===== src/rtl/sb_cfg_loader.sv =====
// Loads one config word per fullSB switchbox into shadow registers, validates each word,
// and commits the whole set to the active config bus in one step, or not at all.
module sb_cfg_loader #(
    parameter  int NUM_SB  = 4,
    parameter  int CFG_W   = 9,
    parameter  int MAX_DRV = 2,
    localparam int IDX_W   = $clog2(NUM_SB)
) (
    input  logic                    clk,
    input  logic                    nrst,
    input  logic                    start,
    input  logic                    abort,
    input  logic                    cfg_valid,
    input  logic [CFG_W-1:0]        cfg_word,
    output logic                    cfg_ready,
    output logic                    busy,
    output logic                    done,
    output logic                    error,
    output logic [IDX_W-1:0]        err_idx,
    output logic [NUM_SB*CFG_W-1:0] active_cfg
);

    localparam int NUM_FIELDS = (CFG_W - 1) / 2;
    localparam int CNT_W      = $clog2(NUM_FIELDS + 1) + 1;
    localparam logic [CNT_W-1:0] MAX_DRV_C = CNT_W'(MAX_DRV);
    localparam logic [IDX_W-1:0] LAST_IDX  = IDX_W'(NUM_SB - 1);

    typedef enum logic [1:0] {IDLE, LOAD, CHECK, ERROR} state_t;

    state_t           state;
    logic [CFG_W-1:0] shadow [NUM_SB];
    logic [IDX_W-1:0] idx;
    logic             err_flag;
    logic             commit_pending;
    logic [CNT_W-1:0] drv_cnt;
    logic             bad_field;
    logic             word_illegal;

    // Legality of the word currently offered on the stream.
    always_comb begin
        drv_cnt   = '0;
        bad_field = 1'b0;
        for (int f = 0; f < NUM_FIELDS; f++) begin
            if (cfg_word[2*f +: 2] == 2'b11) bad_field = 1'b1;
            if (cfg_word[2*f +: 2] == 2'b10) drv_cnt = drv_cnt + CNT_W'(1);
        end
        word_illegal = bad_field || (drv_cnt > MAX_DRV_C);
    end

    always_ff @(posedge clk or negedge nrst) begin
        if (!nrst) begin
            state          <= IDLE;
            idx            <= '0;
            err_flag       <= 1'b0;
            commit_pending <= 1'b0;
            err_idx        <= '0;
            active_cfg     <= '0;
            cfg_ready      <= 1'b0;
            busy           <= 1'b0;
            done           <= 1'b0;
            error          <= 1'b0;
            for (int i = 0; i < NUM_SB; i++) shadow[i] <= '0;
        end else begin
            done <= 1'b0;
            // The commit is registered one edge after CHECK so active_cfg and done move together.
            if (commit_pending) begin
                for (int i = 0; i < NUM_SB; i++) active_cfg[i*CFG_W +: CFG_W] <= shadow[i];
                done           <= 1'b1;
                commit_pending <= 1'b0;
            end
            case (state)
                IDLE, ERROR: begin
                    if (start) begin
                        state     <= LOAD;
                        idx       <= '0;
                        err_flag  <= 1'b0;
                        cfg_ready <= 1'b1;
                        busy      <= 1'b1;
                        error     <= 1'b0;
                    end
                end
                LOAD: begin
                    if (abort) begin
                        state     <= IDLE;
                        cfg_ready <= 1'b0;
                        busy      <= 1'b0;
                    end else if (cfg_valid) begin
                        shadow[idx] <= cfg_word;
                        if (word_illegal && !err_flag) begin
                            err_flag <= 1'b1;
                            err_idx  <= idx;
                        end
                        if (idx == LAST_IDX) begin
                            state     <= CHECK;
                            cfg_ready <= 1'b0;
                        end else begin
                            idx <= idx + IDX_W'(1);
                        end
                    end
                end
                CHECK: begin
                    busy <= 1'b0;
                    if (err_flag) begin
                        state <= ERROR;
                        error <= 1'b1;
                    end else begin
                        state          <= IDLE;
                        commit_pending <= 1'b1;
                    end
                end
                default: state <= IDLE;
            endcase
        end
    end

endmodule


===== config.mk =====
export PLATFORM = sky130hd
export DESIGN_NAME = sb_cfg_loader
export DESIGN_NICKNAME = d
export VERILOG_FILES = /design/src/rtl/sb_cfg_loader.sv
export SDC_FILE = /design/constraint.sdc
export NUM_CORES = 1
export LEC_CHECK = 0
export BUFFER_PORTS_ARGS = -buffer_cell sky130_fd_sc_hd__buf_2
export CAP_MARGIN = 10
export CORE_AREA = 3 3 104 106
export DETAILED_ROUTE_END_ITERATION = 16
export DIE_AREA = 0 0 107 109
export HOLD_SLACK_MARGIN = 0.06
export SYNTH_ARGS = -nofsm -noshare
export SYNTH_HDL_FRONTEND = slang
export SYNTH_SLANG_ARGS = --single-unit

===== constraint.sdc =====
create_clock -name clk -period 2 [get_ports clk]
set_input_delay 0.2 -clock clk [delete_from_list [all_inputs] [get_ports clk]]
set_output_delay 0.2 -clock clk [all_outputs]
set_load 0.05 [all_outputs]

# After elaboration in Yosys (flattened, before gate mapping)
# Index checks and enable logic that the tools add are counted.
# word_totals
elab_cells,99
register_bits,84
out_inout_bits,42
# classes
n_eq_ne,21
n_reduce_logical,16
mux,39
addsub,4
bitwise,2
n_lt_le_gt_ge,3
# op_table
operator,n
bitwise mux 36 bit,1
== test 2 bit (second input constant),11
demux 9 bit (select 2 bit),1
two-way mux 1 bit,18
two-way mux 2 bit,9
!= test 2 bit (second input constant),7
adder 4 x 1 -> 4 bit (second input constant),3
two-way mux 4 bit,3
AND reduction 5 bit,2
two-way mux 9 bit,1
AND reduction 3 bit,3
AND reduction 4 bit,2
!= test 3 bit (second input constant),2
one-hot mux 1 bit (2 select lines),3
one-hot mux 2 bit (3 select lines),1
greater-than comparator 4 x 2 -> 1 bit (second input constant),1
one-hot mux 2 bit (2 select lines),1
nonzero test 2 bit,2
greater-or-equal comparator 3 bit (second input constant),1
less-than comparator 3 x 1 -> 1 bit (second input constant),1
inverter 2 -> 3 bit,1
one-hot mux 1 bit (3 select lines),1
adder 2 x 1 -> 2 bit (second input constant),1
== test 2 x 1 -> 1 bit (second input constant),1
7 further kinds,8

# Depth between registers and ports, before layout
# depth
depth_word,15
mapped_depth,9

# Least setup slack after synthesis
# OpenSTA, ideal clock, no wires.
# synth_path
kind,input-to-reg
from,input port cfg_word[1]
to,register err_idx[0]
arrival_ns,1.857
setup_slack_ns,0.015
path_stages,8
setup_ns,0.128
n_path_buf,0
path_cell_list,nor2b_2 ha_1 xnor2_1 ha_1 nand2_1 o221ai_2 o21ai_2 mux2_1
# synth_via
elab_chain_len,12
# synth_lines
element,line,source
"start, declared",14,"input logic [CFG_W-1:0] cfg_word,"
== test 2 bit,45,if (cfg_word[2*f +: 2] == 2'b10) drv_cnt = drv_cnt + CNT_W'(1);
two-way mux 1 bit,45,
adder 4 x 1 -> 4 bit,45,
two-way mux 4 bit,45,
adder 4 x 1 -> 4 bit,45,
two-way mux 4 bit,45,
adder 4 x 1 -> 4 bit,45,
two-way mux 4 bit,45,
greater-than comparator 4 x 2 -> 1 bit,47,word_illegal = bad_field || (drv_cnt > MAX_DRV_C);
logical OR 1 bit (*),47,
logical AND 1 bit (*),89,if (word_illegal && !err_flag) begin
AND reduction 4 bit (no line) (*),--,
"end signal, assigned",91,err_idx <= idx;
"end, declared",19,"output logic [IDX_W-1:0] err_idx,"
# Every way passes the cells marked *; elsewhere a longest branch is shown, timed or not.
# A chain may end at the register's enable or synchronous reset.

# Worst setup path in the final report
# layout_path
from,register state[0]
to,register shadow[6] in the netlist's numbering
# layout_via
elab_chain_len,2
# layout_lines
element,line,source
"start, declared",30,state_t state;
"start signal, assigned",52,state <= IDLE;
"start signal, assigned",74,state <= LOAD;
"start signal, assigned",84,state <= IDLE;
== test 2 x 1 -> 1 bit,71,case (state)
AND reduction 3 bit (no line),--,
"end signal, assigned by index",88,shadow[idx] <= cfg_word;
"end, declared",31,logic [CFG_W-1:0] shadow [NUM_SB];
# No other way between the ends.

==> impl_metrics.tcl <==
set metrics [dict create \
    status "completed" \
    fill_cells 937 \
    antenna-diode-count 0 \
    relSlewSlack 0.661 \
    start_util 0.354 \
    worstSkewPairLatency_ns 0.34 \
    worst_slack_ns 0.191 \
    grt_pass1_vias 2214 \
    hpwl_um 5080 \
    synth-seq-area-share 0.602 \
    fin_crit_sh 0.904 \
    synthFlopType "dfrtp_1" \
    syn_avg_cell_area_um2 14.7 \
    async_flop_share 1.00 \
    rows 36 \
    place_ws_ns -0.138 \
    synth-xor-area-share 0.00251 \
    die_h_um 109 \
    swShare 0.363 \
    min_period_ns 1.81 \
    hold_ws_ns 0.138 \
    cts_tree "built" \
    cp-end-kind "register" \
    crit_type "reg2reg" \
    drt_first_iter_violations 89 \
    synthesis.area_um2 3490 \
    setup_tns_ns 0 \
    synth_top_family_by_area "multiplexers" \
    grt_pass1_wl_um 11800 \
    rsz0062_at_grt "no" \
    slowest_delay_ns 0.41 \
    synth-simple-area-share 0.0624 \
    fmax_mhz 553 \
    synth_nets 261 \
    cellLeakagePower_nw 2.16 \
    synthMuxAreaShare 0.242 \
    clockRootBuffer "clkbuf_8" \
    worst_path_max_delay_cell "dfrtp_1" \
    die_w_um 107 \
    firstDrtPassIters 4 \
    cts_inserted_buffers 9 \
    htree_levels 3 \
    required_ns 2.23 \
    core_um2 9860 \
    avgRoutedWirePerCell_um 15.7 \
    yosysWarnings 0 \
    finalWeightedCongestion 0.752 \
    synthAdderAreaFrac 0.0323 \
    post-cts-setup-buffers 0 \
    p_comb_frac 0.323 \
    setup_viol 0 \
    p_switching_w 0.00195 \
    drive_gt1_frac 0.498 \
    drtAntennaViolNets 0 \
    fin_util 0.427 \
    met2_usage 0.201 \
    gr-max-usage-layer "met2" \
    clk_transition_reported_paths_ns 0.08 \
    hold_viol_final 0 \
    clockPowerShare 0.201 \
    p_seq_frac 0.476 \
    ys_seq_elements 84 \
    clock_skew_ns 0.00765 \
    cp.arrival_ns 2.04 \
    area_growth_pct 20.7 \
    synth_cell_types 36 \
    p_int_w 0.00342 \
    num_io_pins 56 \
    ir_drop_v 0.000420 \
    synth_compound_area_frac 0.0409 \
    port_buffers 55 \
    drt-vias-per-instance 4.73 \
    synth_edf_count 0 \
    track_usage 0.133 \
    worstSetupStartpointType "register" \
    cts_sinks 84 \
    met3_usage 0.0397 \
    hold_class "in2reg" \
    drcViolationCount 0 \
    slew_viol_final 0 \
    grt_max_degree 39 \
    grt.met1_usage 0.182 \
    worst_pin_slew_ns 0.508 \
    clockBufferDepth 2 \
    die-area_um2 11700 \
    crit_path_max_fanout 9 \
    overflow 0 \
    wirelength_um 7100 \
    cellPowerDensity_nw_per_um2 1270 \
    nets 338 \
    grt_antenna_before_repair 0 \
    max-cap-violations 0 \
    worstPathCellList "ha_1 -> and2b_1 -> and2_2 -> nand2_2 -> mux2_2" \
    synth_cells 238 \
    vias 2137 \
]
sequential cells by signal, summed over array words and instances (netlist names):
signal and cells:
err_flag 1, commit_pending 1, shadow 36, idx 2
err_idx 2, state 2, active_cfg 36, done 1
cfg_ready 1, error 1, busy 1
Yosys cell counts (2+ instances only):
master    instances  area share
nand2_1           4      0.0043
nand2_2           4      0.0072
mux2_1           14       0.045
a211oi_1          2      0.0043
nand3_1           2      0.0029
buf_1             2      0.0022
mux2_2           60        0.19
nor3_1            2      0.0029
nor2b_2           2      0.0050
a21oi_1           4      0.0057
o21ai_0           7       0.010
nor2b_1           4      0.0072
dfrtp_1          84        0.60
nand2b_1          2      0.0036
inv_1             7      0.0075
ha_1              9       0.032
nor2_1           10       0.011
critical path, delay by kind of cell (launching register included):
family / cells / cell delay (ns)
adders and majority gates: 1 / 0.22
muxes: 1 / 0.38
and+or+nand+nor: 3 / 0.68
DFF: 1 / 0.41
power by group through the flow:
stage / logic (W) / registers [W] / clock network (W)
finish: 0.00173 / 0.00255 / 0.00108
global route: 0.00189 / 0.00263 / 0.00119
CTS: 0.00176 / 0.00256 / 0.00112
detailed placement: 0.00175 / 0.00259 / 0
global placement: 0.00172 / 0.00257 / 0
floorplan: 0.000746 / 0.00310 / 0
layout make-up:
cell class,count,area [um2],area share
tap,133,166,0.0395
sequential,84,2100,0.499
clock inverter,4,25.0,0.00594
timing repair buffer,71,413,0.0981
multi-input combinational,142,1330,0.315
inverter,7,26.3,0.00624
clock buffer,11,151,0.0360
cell usage in the layout (no fill, tap or decap), types with 2 or more instances in the layout:
master and instances:
clkbuf_8 11, inv_1 7, buf_4 15, mux2_1 14
a211oi_1 2, nor2b_1 4, clkinv_2 2, a21oi_1 4
clkinvlp_4 2, mux2_2 60, dfrtp_1 84, nand3_1 2
nor2_1 10, nor3_1 2, nand2b_1 2, buf_2 54
nor2b_2 2, o21ai_0 7, nand2_1 4, ha_1 9
nand2_2 4
per-layer routing:
metal  part of all wire  vias to the layer above
met5                  0                        -
met4              0.015                        0
met3              0.052                       10
met2               0.46                       48
met1               0.48                     1081
li1                   -                      998
per-stage QoR:
step	instance area (um2)	instances	power [W]
floorplan	3490	238	0.00384
global placement	4020	436	0.00429
finish	4210	452	0.00536
CTS	4210	452	0.00544
global route	4210	452	0.00571
detailed placement	4020	436	0.00435
kinds of logic (layout without fill, tap and decap cells):
| kind of cell | after synthesis | in the layout |
|---|---|---|
| xor+xnor | 1 | 1 |
| compound gates | 20 | 20 |
| flops | 84 | 84 |
| fa+ha+maj | 9 | 9 |
| simple gates | 37 | 37 |
| buf+inv | 12 | 93 |
| mux | 75 | 75 |
path summary, 6_finish.rpt:
path / from / to / slack (ns) / depth (start not counted)
worst max-delay path: state[0] / shadow[6] / 0.19 / 5
worst min-delay path: cfg_word[8] / shadow[35] / 0.14 / 2
worst max register to register: state[0] / shadow[6] / 0.19 / 5
worst min register to register: shadow[15] / shadow[15] / 0.49 / 1
max in group asynchronous: nrst / active_cfg[8] / 0.96 / 3
min in group asynchronous: nrst / active_cfg[18] / 0.37 / 2
what timing repair did:
item | in CTS | in global routing
hold buffers | 1 | 0
resized for setup | 0 | 1
hold endpoints to repair | 36 | 0
setup endpoints to repair | 0 | 2
No activity file was read; power rests on OpenSTA's default activity.
